$ cat config.mk
export PLATFORM = sky130hd
export DESIGN_NAME = fifo_uart_tx_flat
export DESIGN_NICKNAME = d
export VERILOG_FILES = /design/src/rtl/fifo_uart_tx_pkg.sv /design/src/rtl/fifo_uart_tx_if.sv /design/src/rtl/uart_tx_parity_calc.sv /design/src/rtl/fifo_uart_tx.sv /design/src/flat_wrapper.sv
export SDC_FILE = /design/constraint.sdc
export NUM_CORES = 1
export LEC_CHECK = 0
export ABC_AREA = 1
export CAP_MARGIN = 20
export CORE_MARGIN = 2
export CORE_UTILIZATION = 46
export CTS_CLUSTER_SIZE = 10
export DETAILED_ROUTE_END_ITERATION = 8
export PLACE_DENSITY_LB_ADDON = 0.2
export SKIP_LAST_GASP = 1
export SLEW_MARGIN = 20
export SYNTH_ARGS = -nofsm -noshare
export SYNTH_HDL_FRONTEND = slang
export SYNTH_SLANG_ARGS = --single-unit
$ cat constraint.sdc
create_clock -name CLK -period 1.4 [get_ports CLK]
set_input_delay 0.35 -clock CLK [delete_from_list [all_inputs] [get_ports CLK]]
set_output_delay 0.35 -clock CLK [all_outputs]
set_load 0.05 [all_outputs]
$ cat src/rtl/fifo_uart_tx_pkg.sv
// Shared definitions for the FIFO-fed UART transmitter: state encoding,
// default frame width and the bit-counter width helper.
package fifo_uart_tx_pkg;

    localparam int DATA_WIDTH_DEF = 8;

    typedef enum logic [2:0] {
        IDLE   = 3'd0,
        START  = 3'd1,
        DATA   = 3'd2,
        PARITY = 3'd3,
        STOP   = 3'd4
    } tx_state_e;

    // A 1-bit frame still needs a 1-bit counter to keep the vector legal.
    function automatic int cnt_width(input int width);
        return (width > 1) ? $clog2(width) : 1;
    endfunction

endpackage

$ cat src/rtl/fifo_uart_tx_if.sv
// FIFO read-side handshake, frame configuration and serial line of the
// transmitter; master is the transmitter, slave is the FIFO/line side.
interface fifo_uart_tx_if
    import fifo_uart_tx_pkg::*;
#(
    parameter int DATA_WIDTH = DATA_WIDTH_DEF
) ();

    logic                  R_EMPTY;
    logic [DATA_WIDTH-1:0] RD_DATA;
    logic                  PAR_EN;
    logic                  PAR_TYP;
    logic                  R_INC;
    logic                  TX_OUT;
    logic                  BUSY;

    modport master (
        input  R_EMPTY,
        input  RD_DATA,
        input  PAR_EN,
        input  PAR_TYP,
        output R_INC,
        output TX_OUT,
        output BUSY
    );

    modport slave (
        output R_EMPTY,
        output RD_DATA,
        output PAR_EN,
        output PAR_TYP,
        input  R_INC,
        input  TX_OUT,
        input  BUSY
    );

endinterface

$ cat src/rtl/uart_tx_parity_calc.sv
// Parity bit for the latched frame word: even parity by default, odd when
// par_typ is set.
module uart_tx_parity_calc
    import fifo_uart_tx_pkg::*;
#(
    parameter int DATA_WIDTH = DATA_WIDTH_DEF
) (
    input  logic [DATA_WIDTH-1:0] data,
    input  logic                  par_typ,
    output logic                  parity
);

    assign parity = (^data) ^ par_typ;

endmodule

$ cat src/rtl/fifo_uart_tx.sv
// UART transmitter that pops words from a FIFO read port and serialises them
// as start / data (LSB first) / optional parity / stop, one bit per clock.
//
// state  | meaning
// IDLE   | line high, waiting for a non-empty FIFO
// START  | start bit (0) on the line
// DATA   | DATA_WIDTH data bits, LSB first
// PARITY | parity bit of the latched word
// STOP   | stop bit (1); pops the next word here for back-to-back frames
module fifo_uart_tx
    import fifo_uart_tx_pkg::*;
#(
    parameter int DATA_WIDTH = DATA_WIDTH_DEF
) (
    input  logic           CLK,
    input  logic           RST,
    fifo_uart_tx_if.master bus
);

    localparam int                CNT_W    = cnt_width(DATA_WIDTH);
    localparam logic [CNT_W-1:0]  CNT_LAST = CNT_W'(DATA_WIDTH - 1);

    tx_state_e             state_q, state_d;
    logic [CNT_W-1:0]      cnt_q, cnt_d;
    logic [DATA_WIDTH-1:0] data_q, data_d;
    logic                  par_en_q, par_en_d;
    logic                  par_typ_q, par_typ_d;
    logic                  tx_q, tx_d;
    logic                  r_inc;
    logic                  parity_bit;

    // Pop is gated by reset so nothing is consumed while the block is held.
    assign r_inc = RST && !bus.R_EMPTY && ((state_q == IDLE) || (state_q == STOP));

    uart_tx_parity_calc #(
        .DATA_WIDTH (DATA_WIDTH)
    ) u_parity (
        .data    (data_q),
        .par_typ (par_typ_q),
        .parity  (parity_bit)
    );

    // tx_d is the line level for the state being entered, so TX_OUT is a
    // flop that lines up with state_q.
    always_comb begin
        state_d   = state_q;
        cnt_d     = '0;
        data_d    = data_q;
        par_en_d  = par_en_q;
        par_typ_d = par_typ_q;
        tx_d      = 1'b1;
        case (state_q)
            IDLE: begin
                if (r_inc) begin
                    data_d    = bus.RD_DATA;
                    par_en_d  = bus.PAR_EN;
                    par_typ_d = bus.PAR_TYP;
                    state_d   = START;
                    tx_d      = 1'b0;
                end
            end
            START: begin
                state_d = DATA;
                tx_d    = data_q[0];
            end
            DATA: begin
                if (cnt_q == CNT_LAST) begin
                    if (par_en_q) begin
                        state_d = PARITY;
                        tx_d    = parity_bit;
                    end else begin
                        state_d = STOP;
                    end
                end else begin
                    cnt_d = cnt_q + 1'b1;
                    tx_d  = data_q[cnt_d];
                end
            end
            PARITY: begin
                state_d = STOP;
            end
            STOP: begin
                if (r_inc) begin
                    data_d    = bus.RD_DATA;
                    par_en_d  = bus.PAR_EN;
                    par_typ_d = bus.PAR_TYP;
                    state_d   = START;
                    tx_d      = 1'b0;
                end else begin
                    state_d = IDLE;
                end
            end
            default: begin
                state_d = IDLE;
            end
        endcase
    end

    always_ff @(posedge CLK or negedge RST) begin
        if (!RST) begin
            state_q   <= IDLE;
            cnt_q     <= '0;
            data_q    <= '0;
            par_en_q  <= 1'b0;
            par_typ_q <= 1'b0;
            tx_q      <= 1'b1;
        end else begin
            state_q   <= state_d;
            cnt_q     <= cnt_d;
            data_q    <= data_d;
            par_en_q  <= par_en_d;
            par_typ_q <= par_typ_d;
            tx_q      <= tx_d;
        end
    end

    assign bus.R_INC  = r_inc;
    assign bus.TX_OUT = tx_q;
    assign bus.BUSY   = (state_q != IDLE);

endmodule
$ cat src/flat_wrapper.sv
// flat-port wrapper written by rule: the top's interface ports become plain ports
module fifo_uart_tx_flat import fifo_uart_tx_pkg::*;
#(
    parameter int DATA_WIDTH = DATA_WIDTH_DEF
)
  (CLK, RST, bus_R_EMPTY, bus_RD_DATA, bus_PAR_EN, bus_PAR_TYP, bus_R_INC, bus_TX_OUT, bus_BUSY);
  fifo_uart_tx_if #(.DATA_WIDTH(DATA_WIDTH)) bus_i ();
  input  logic CLK;
  input  logic RST;
  input wire logic [$bits(bus_i.R_EMPTY)-1:0] bus_R_EMPTY;
  input wire logic [$bits(bus_i.RD_DATA)-1:0] bus_RD_DATA;
  input wire logic [$bits(bus_i.PAR_EN)-1:0] bus_PAR_EN;
  input wire logic [$bits(bus_i.PAR_TYP)-1:0] bus_PAR_TYP;
  output wire logic [$bits(bus_i.R_INC)-1:0] bus_R_INC;
  output wire logic [$bits(bus_i.TX_OUT)-1:0] bus_TX_OUT;
  output wire logic [$bits(bus_i.BUSY)-1:0] bus_BUSY;
  assign bus_i.R_EMPTY = bus_R_EMPTY;
  assign bus_i.RD_DATA = bus_RD_DATA;
  assign bus_i.PAR_EN = bus_PAR_EN;
  assign bus_i.PAR_TYP = bus_PAR_TYP;
  assign bus_R_INC = bus_i.R_INC;
  assign bus_TX_OUT = bus_i.TX_OUT;
  assign bus_BUSY = bus_i.BUSY;
  fifo_uart_tx #(.DATA_WIDTH(DATA_WIDTH)) u_core (.CLK(CLK), .RST(RST), .bus(bus_i));
endmodule
# ---- Yosys cells after proc, flatten, opt, wreduce, memory -nomap -nowiden
# Cells that the tools add are included.
dict set report op_classes {
  addsub 1
  n_mul 0
  n_div 0
  order_cmp 1
  eq_ne 7
  shifts 0
  n_mux 13
  bitwise 1
  n_reduce_logical 10
}
# op n
set op_table {}
lappend op_table {{two-way mux 3 bit} 5}
lappend op_table {{case mux 3 bit (5 select lines)} 1}
lappend op_table {{XOR reduction 8 bit} 1}
lappend op_table {{equality test 3 x 2 -> 1 bit, second input constant} 2}
lappend op_table {{equality test 3 bit, second input constant} 2}
lappend op_table {{two-way mux 1 bit} 5}
lappend op_table {{less-than comparator 3 x 4 -> 1 bit, second input constant} 1}
lappend op_table {{AND reduction 2 bit} 2}
lappend op_table {{adder 3 x 1 -> 3 bit, second input constant} 1}
lappend op_table {{binary-select mux 1 bit (select 3 bit)} 1}
lappend op_table {{equality test 3 x 1 -> 1 bit, second input constant} 1}
lappend op_table {{logical NOT 3 bit} 1}
lappend op_table {{case mux 1 bit (3 select lines)} 1}
lappend op_table {{nonzero test 3 bit} 1}
lappend op_table {{logical AND 1 bit} 2}
lappend op_table {{!= test 2 x 1 -> 1 bit, second input constant} 1}
lappend op_table {{!= test 2 bit, second input constant} 1}
lappend op_table {{OR reduction 2 bit} 1}
lappend op_table {{logical NOT 1 bit} 1}
lappend op_table {{logical OR 1 bit} 1}
lappend op_table {{XOR 1 bit} 1}
dict set report totals {
  register_bits 17
  latchBits 0
  ram_bits 0
  romBits 0
  input_bits 13
  output_inout_bits 3
  elab_cells 39
  n_memories 0
}

# ---- Depth between registers and ports, before layout
dict set report logic_depth {
  depth_word 5
  depth_mapped 11
  depth_no_buf 11
}

# ---- By module
# A second synthesis with hierarchy kept.
dict set report unflattened {
  cells_unflattened 140
  area_unflattened_um2 997.2
}
# mod n_inst cells_per_inst area_per_inst_um2 seq_area_each_um2
set by_module_without_submodules {}
lappend by_module_without_submodules {fifo_uart_tx 1 102 833.3 426.7}
lappend by_module_without_submodules {uart_tx_parity_calc 1 38 163.9 0.0}

# ---- Worst setup path after synthesis
# OpenSTA, ideal clock, no wires.
dict set report synth_path {
  kind {register to register}
  start {reg u_core.cnt_q[0]}
  end {reg u_core.tx_q (netlist: u_core.bus.TX_OUT)}
  setup_ns 0.075
  arrival_ns 1.355
  t_required_ns 1.325
  slack_ns -0.031
  path_stages_with_launch 12
  n_path_buf 0
  synth_period_minus_slack_ns 1.431
  cell_sequence {dfrtp_1 ha_1 ha_1 inv_1 a21oi_1 o21ai_0 nand3_1 nand3_1 nand2_1 inv_1 nand2_1 nand2_1}
}
dict set report synth_between {
  elab_chain_len 5
  word_cells_on_any_way 6
  classes_between {1 x add/sub; 1 x eq/ne; 4 x mux}
}
# item line_no
set synth_rtl {}
lappend synth_rtl {{start: declaration} fifo_uart_tx.sv:24} ;# logic [CNT_W-1:0] cnt_q, cnt_d;
lappend synth_rtl {{start signal: assignment} fifo_uart_tx.sv:109} ;# cnt_q <= cnt_d;
lappend synth_rtl {{adder 3 x 1 -> 3 bit} fifo_uart_tx.sv:75} ;# cnt_d = cnt_q + 1'b1;
lappend synth_rtl {{binary-select mux 1 bit (select 3 bit)} fifo_uart_tx.sv:76} ;# tx_d = data_q[cnt_d];
lappend synth_rtl {{two-way mux 1 bit (not written as such)} fifo_uart_tx.sv:76}
lappend synth_rtl {{two-way mux 1 bit (*)} fifo_uart_tx.sv:67} ;# if (cnt_q == CNT_LAST) begin
lappend synth_rtl {{case mux 1 bit (3 select lines) (*)} fifo_uart_tx.sv:52} ;# case (state_q)
lappend synth_rtl {{via u_core.tx_d} fifo_uart_tx.sv:28} ;# logic tx_q, tx_d;
lappend synth_rtl {{end signal: assignment} fifo_uart_tx.sv:113} ;# tx_q <= tx_d;
lappend synth_rtl {{end: declaration} fifo_uart_tx.sv:28}
# The timed path passes the listed nets; every way through them passes the cells marked *. The select of a mux whose other input is x is not followed.
# A chain may end at the register's enable or synchronous reset.

# ---- Worst setup path after layout
dict set report layout_path {
  start {reg u_core.state_q[0]}
  end {out bus_BUSY}
}
dict set report layout_between {
  elab_chain_len 1
}
# item line_no
set layout_rtl {}
lappend layout_rtl {{start: declaration} fifo_uart_tx.sv:23} ;# tx_state_e state_q, state_d;
lappend layout_rtl {{start signal: assignment} fifo_uart_tx.sv:108} ;# state_q <= state_d;
lappend layout_rtl {{nonzero test 3 bit} fifo_uart_tx.sv:119} ;# assign bus.BUSY = (state_q != IDLE);
lappend layout_rtl {{end: declaration} flat_wrapper.sv:16} ;# output wire logic [$bits(bus_i.BUSY)-1:0] bus_BUSY;
# No other way between the ends.

==> results_dict.tcl <==
set metrics [dict create \
    status "complete, but fails checks" \
    failed_checks "setup timing" \
    crit_family "flip-flops" \
    fin_cells 192 \
    r2r_setup_slack_ps -70 \
    grt_remaining_overflow 0 \
    yosys_warnings 0 \
    clkSlewWorstSetupHoldPaths_ps 110 \
    synth_area_um2 967 \
    cts_buffers 3 \
    critPathBufInv 3 \
    utilization_pct 65.8 \
    fin_nets 181 \
    cp_slowest_cell "dfrtp_1" \
    antenna_found_initial 0 \
    async_flop_share_pct 100 \
    synth_ff_type "dfrtp_1" \
    ys_top_cells_by_count "52 x nand2_1, 20 x inv_1, 16 x dfrtp_1, 10 x nor2_1, 10 x o21ai_0" \
    insertion_delay_ps 290 \
    place_area_um2 1200 \
    synth_fp_nets 151 \
    cts_root_buf "clkbuf_4" \
    p_per_area_nw_per_um2 2190 \
    cts_max_level 1 \
    worstSetupStartpointType "register" \
    cts_hold_buf 0 \
    max_freq_ghz 0.621 \
    syn_to_final_growth_pct 34.9 \
    reg2reg_to "u_core.bus.TX_OUT$_DFF_PN1_" \
    synth_edf_count 0 \
    place_inst 182 \
    die_h_um 49.9 \
    wl_per_cell_um 11.1 \
    slew_viol_final 0 \
    crit_top_cell "nor2_2" \
    worstPathRequired_ps 1050 \
    cp.arrival_ps 1260 \
    globalplace.congestion 0.768 \
    drive_above_1_share_pct 20.0 \
    p_total_mw 2.85 \
    drt_iter0_markers 16 \
    core_area_um2 1980 \
    routed_wl_um 2120 \
    grt_first_pass_wirelength_um 3600 \
    irDropWorstVdd_mv 1.50 \
    critical_path.max_stage_delay_ps 410 \
    fin_ws_ps -209 \
    cp_max_fo 2 \
    clock-sinks 17 \
    pre_cts_slack_ps -302 \
    rsz0062_at_grt "yes" \
    crit_type "reg2out" \
    dp_hpwl_um 1470 \
    slew-limit-headroom_pct 73.2 \
    drtAntennaViolNets 0 \
    hold_viol 0 \
    grt_usage_pct 19.1 \
    tightest_slew_ps 399 \
    vias 905 \
    drc 0 \
    ys_seq_area_share_pct 44.1 \
    grt_max_degree 18 \
    hp-class "in2async" \
    diodes 0 \
    final_cell_area_um2 1310 \
    yosysTopAreaCellShare_pct 41.4 \
    yosysTopAreaCell "dfrtp_1" \
    io_buffers 15 \
    cap_violations 0 \
    num_rows 16 \
    cts_tree "done" \
    post-route-min-period_ps 1610 \
    fillers 173 \
    crit_path_end_kind "primary output" \
    synth_area_per_cell_um2 7.11 \
    start_util_pct 48.8 \
    fin_crit_sh_pct 115 \
    synth-seq-cells 17 \
    reg2reg_depth 11 \
    setup_viol 3 \
    skew_ps 9.64 \
    crit_start "u_core.state_q[0]$_DFFE_PN0P_" \
    synth_area_leaders "dfrtp_1 41%, nand2_1 20%, inv_1 7.8%" \
    crit_path_cell_trace "nor2_2 -> inv_1 -> nor2_2 -> inv_2 -> buf_8" \
    r2r-start "u_core.cnt_q[0]$_DFF_PN0_" \
    dieWidth_um 49.9 \
    clk_path_buf_depth 2 \
    design.die.area_um2 2490 \
    firstDrtPassIters 4 \
    ys_types 21 \
    grt_pass1_vias 828 \
    synth.most_common_cell "nand2_1" \
    synth_cells 136 \
    num_io_pins 16 \
    cellLeakagePower_nw 0.680 \
    vias_per_cell 4.71 \
]
## registers in the layout, summed over array words and instances (netlist names)
name / cells
u_core.data_q: 8
u_core.cnt_q: 3
u_core.state_q: 3
u_core.bus.TX_OUT: 1
u_core.par_en_q: 1
u_core.par_typ_q: 1
## metal layers
layer  wire length, um  track usage, %  up-vias
met4                19            6.94        0
li1                  -               -      474
met3                75            4.24        2
met2              1060            31.8       14
met1               973            24.1      415
met5                 0               0        -
## how the worst max path moves through the flow
stage / cells past startpoint / endpoint
2_1_floorplan: 11 / u_core.bus.TX_OUT$_DFF_PN1_
3_3_place_gp: 6 / bus_R_INC
3_5_place_dp: 6 / bus_R_INC
4_1_cts: 5 / bus_BUSY
5_1_grt: 5 / bus_BUSY
6_report: 5 / bus_BUSY
## cell usage in the layout (no fill, tap or decap), drive strengths merged
master         count
nand2             53
dlygate4sd2        1
a21oi              2
dfstp              1
xor2               1
nor3               2
o21ai             12
inv               22
nand3b             1
nor2              11
dfrtp             16
nand3              8
xnor2              1
buf               16
clkdlybuf4s50     11
ha                 2
clkbuf             4
o31ai              1
## where the power goes
| part | internal [mW] | switching, mW | total [mW] |
|---|---|---|---|
| logic | 0.753 | 0.922 | 1.67 |
| registers | 0.715 | 0.193 | 0.909 |
| clock network | 0.110 | 0.161 | 0.271 |
| total | 1.58 | 1.28 | 2.85 |
## kinds of logic (layout without fill, tap and decap cells)
kind of cell               after synthesis  after routing  synth area share [%]
AOI/OAI and AO/OA                       15             15                  8.93
xor gates and xnor gates                 2              2                  1.81
adders and majority gates                2              2                  2.59
buffers and inverters                   25             54                  10.7
DFF                                     17             17                  44.1
and+or+nand+nor                         75             75                  31.8
## final cells by class
| class | count | area, um2 | area share, % |
|---|---|---|---|
| clock buffers | 4 | 26.3 | 2.01 |
| inverters | 22 | 85.1 | 6.52 |
| multi-input cells | 94 | 462 | 35.4 |
| flip-flops and latches | 17 | 427 | 32.7 |
| well taps | 27 | 33.8 | 2.59 |
| repair buffers | 28 | 272 | 20.8 |
## metrics by stage
step	hold WS, ps	TNS [ps]
after floorplan	54.4	0
after global placement	522	-3050
final	169	-459
after CTS	178	-383
after detailed placement	532	-3240
after global routing	190	-686
## repair_timing
action	4_1_cts	5_1_grt
endpoints found under the setup margin	3	3
endpoints found under the hold margin	0	0
buffers inserted	5	1
gates resized for setup	10	0
pin swaps	3	1
(Power assumes the default switching activity.)
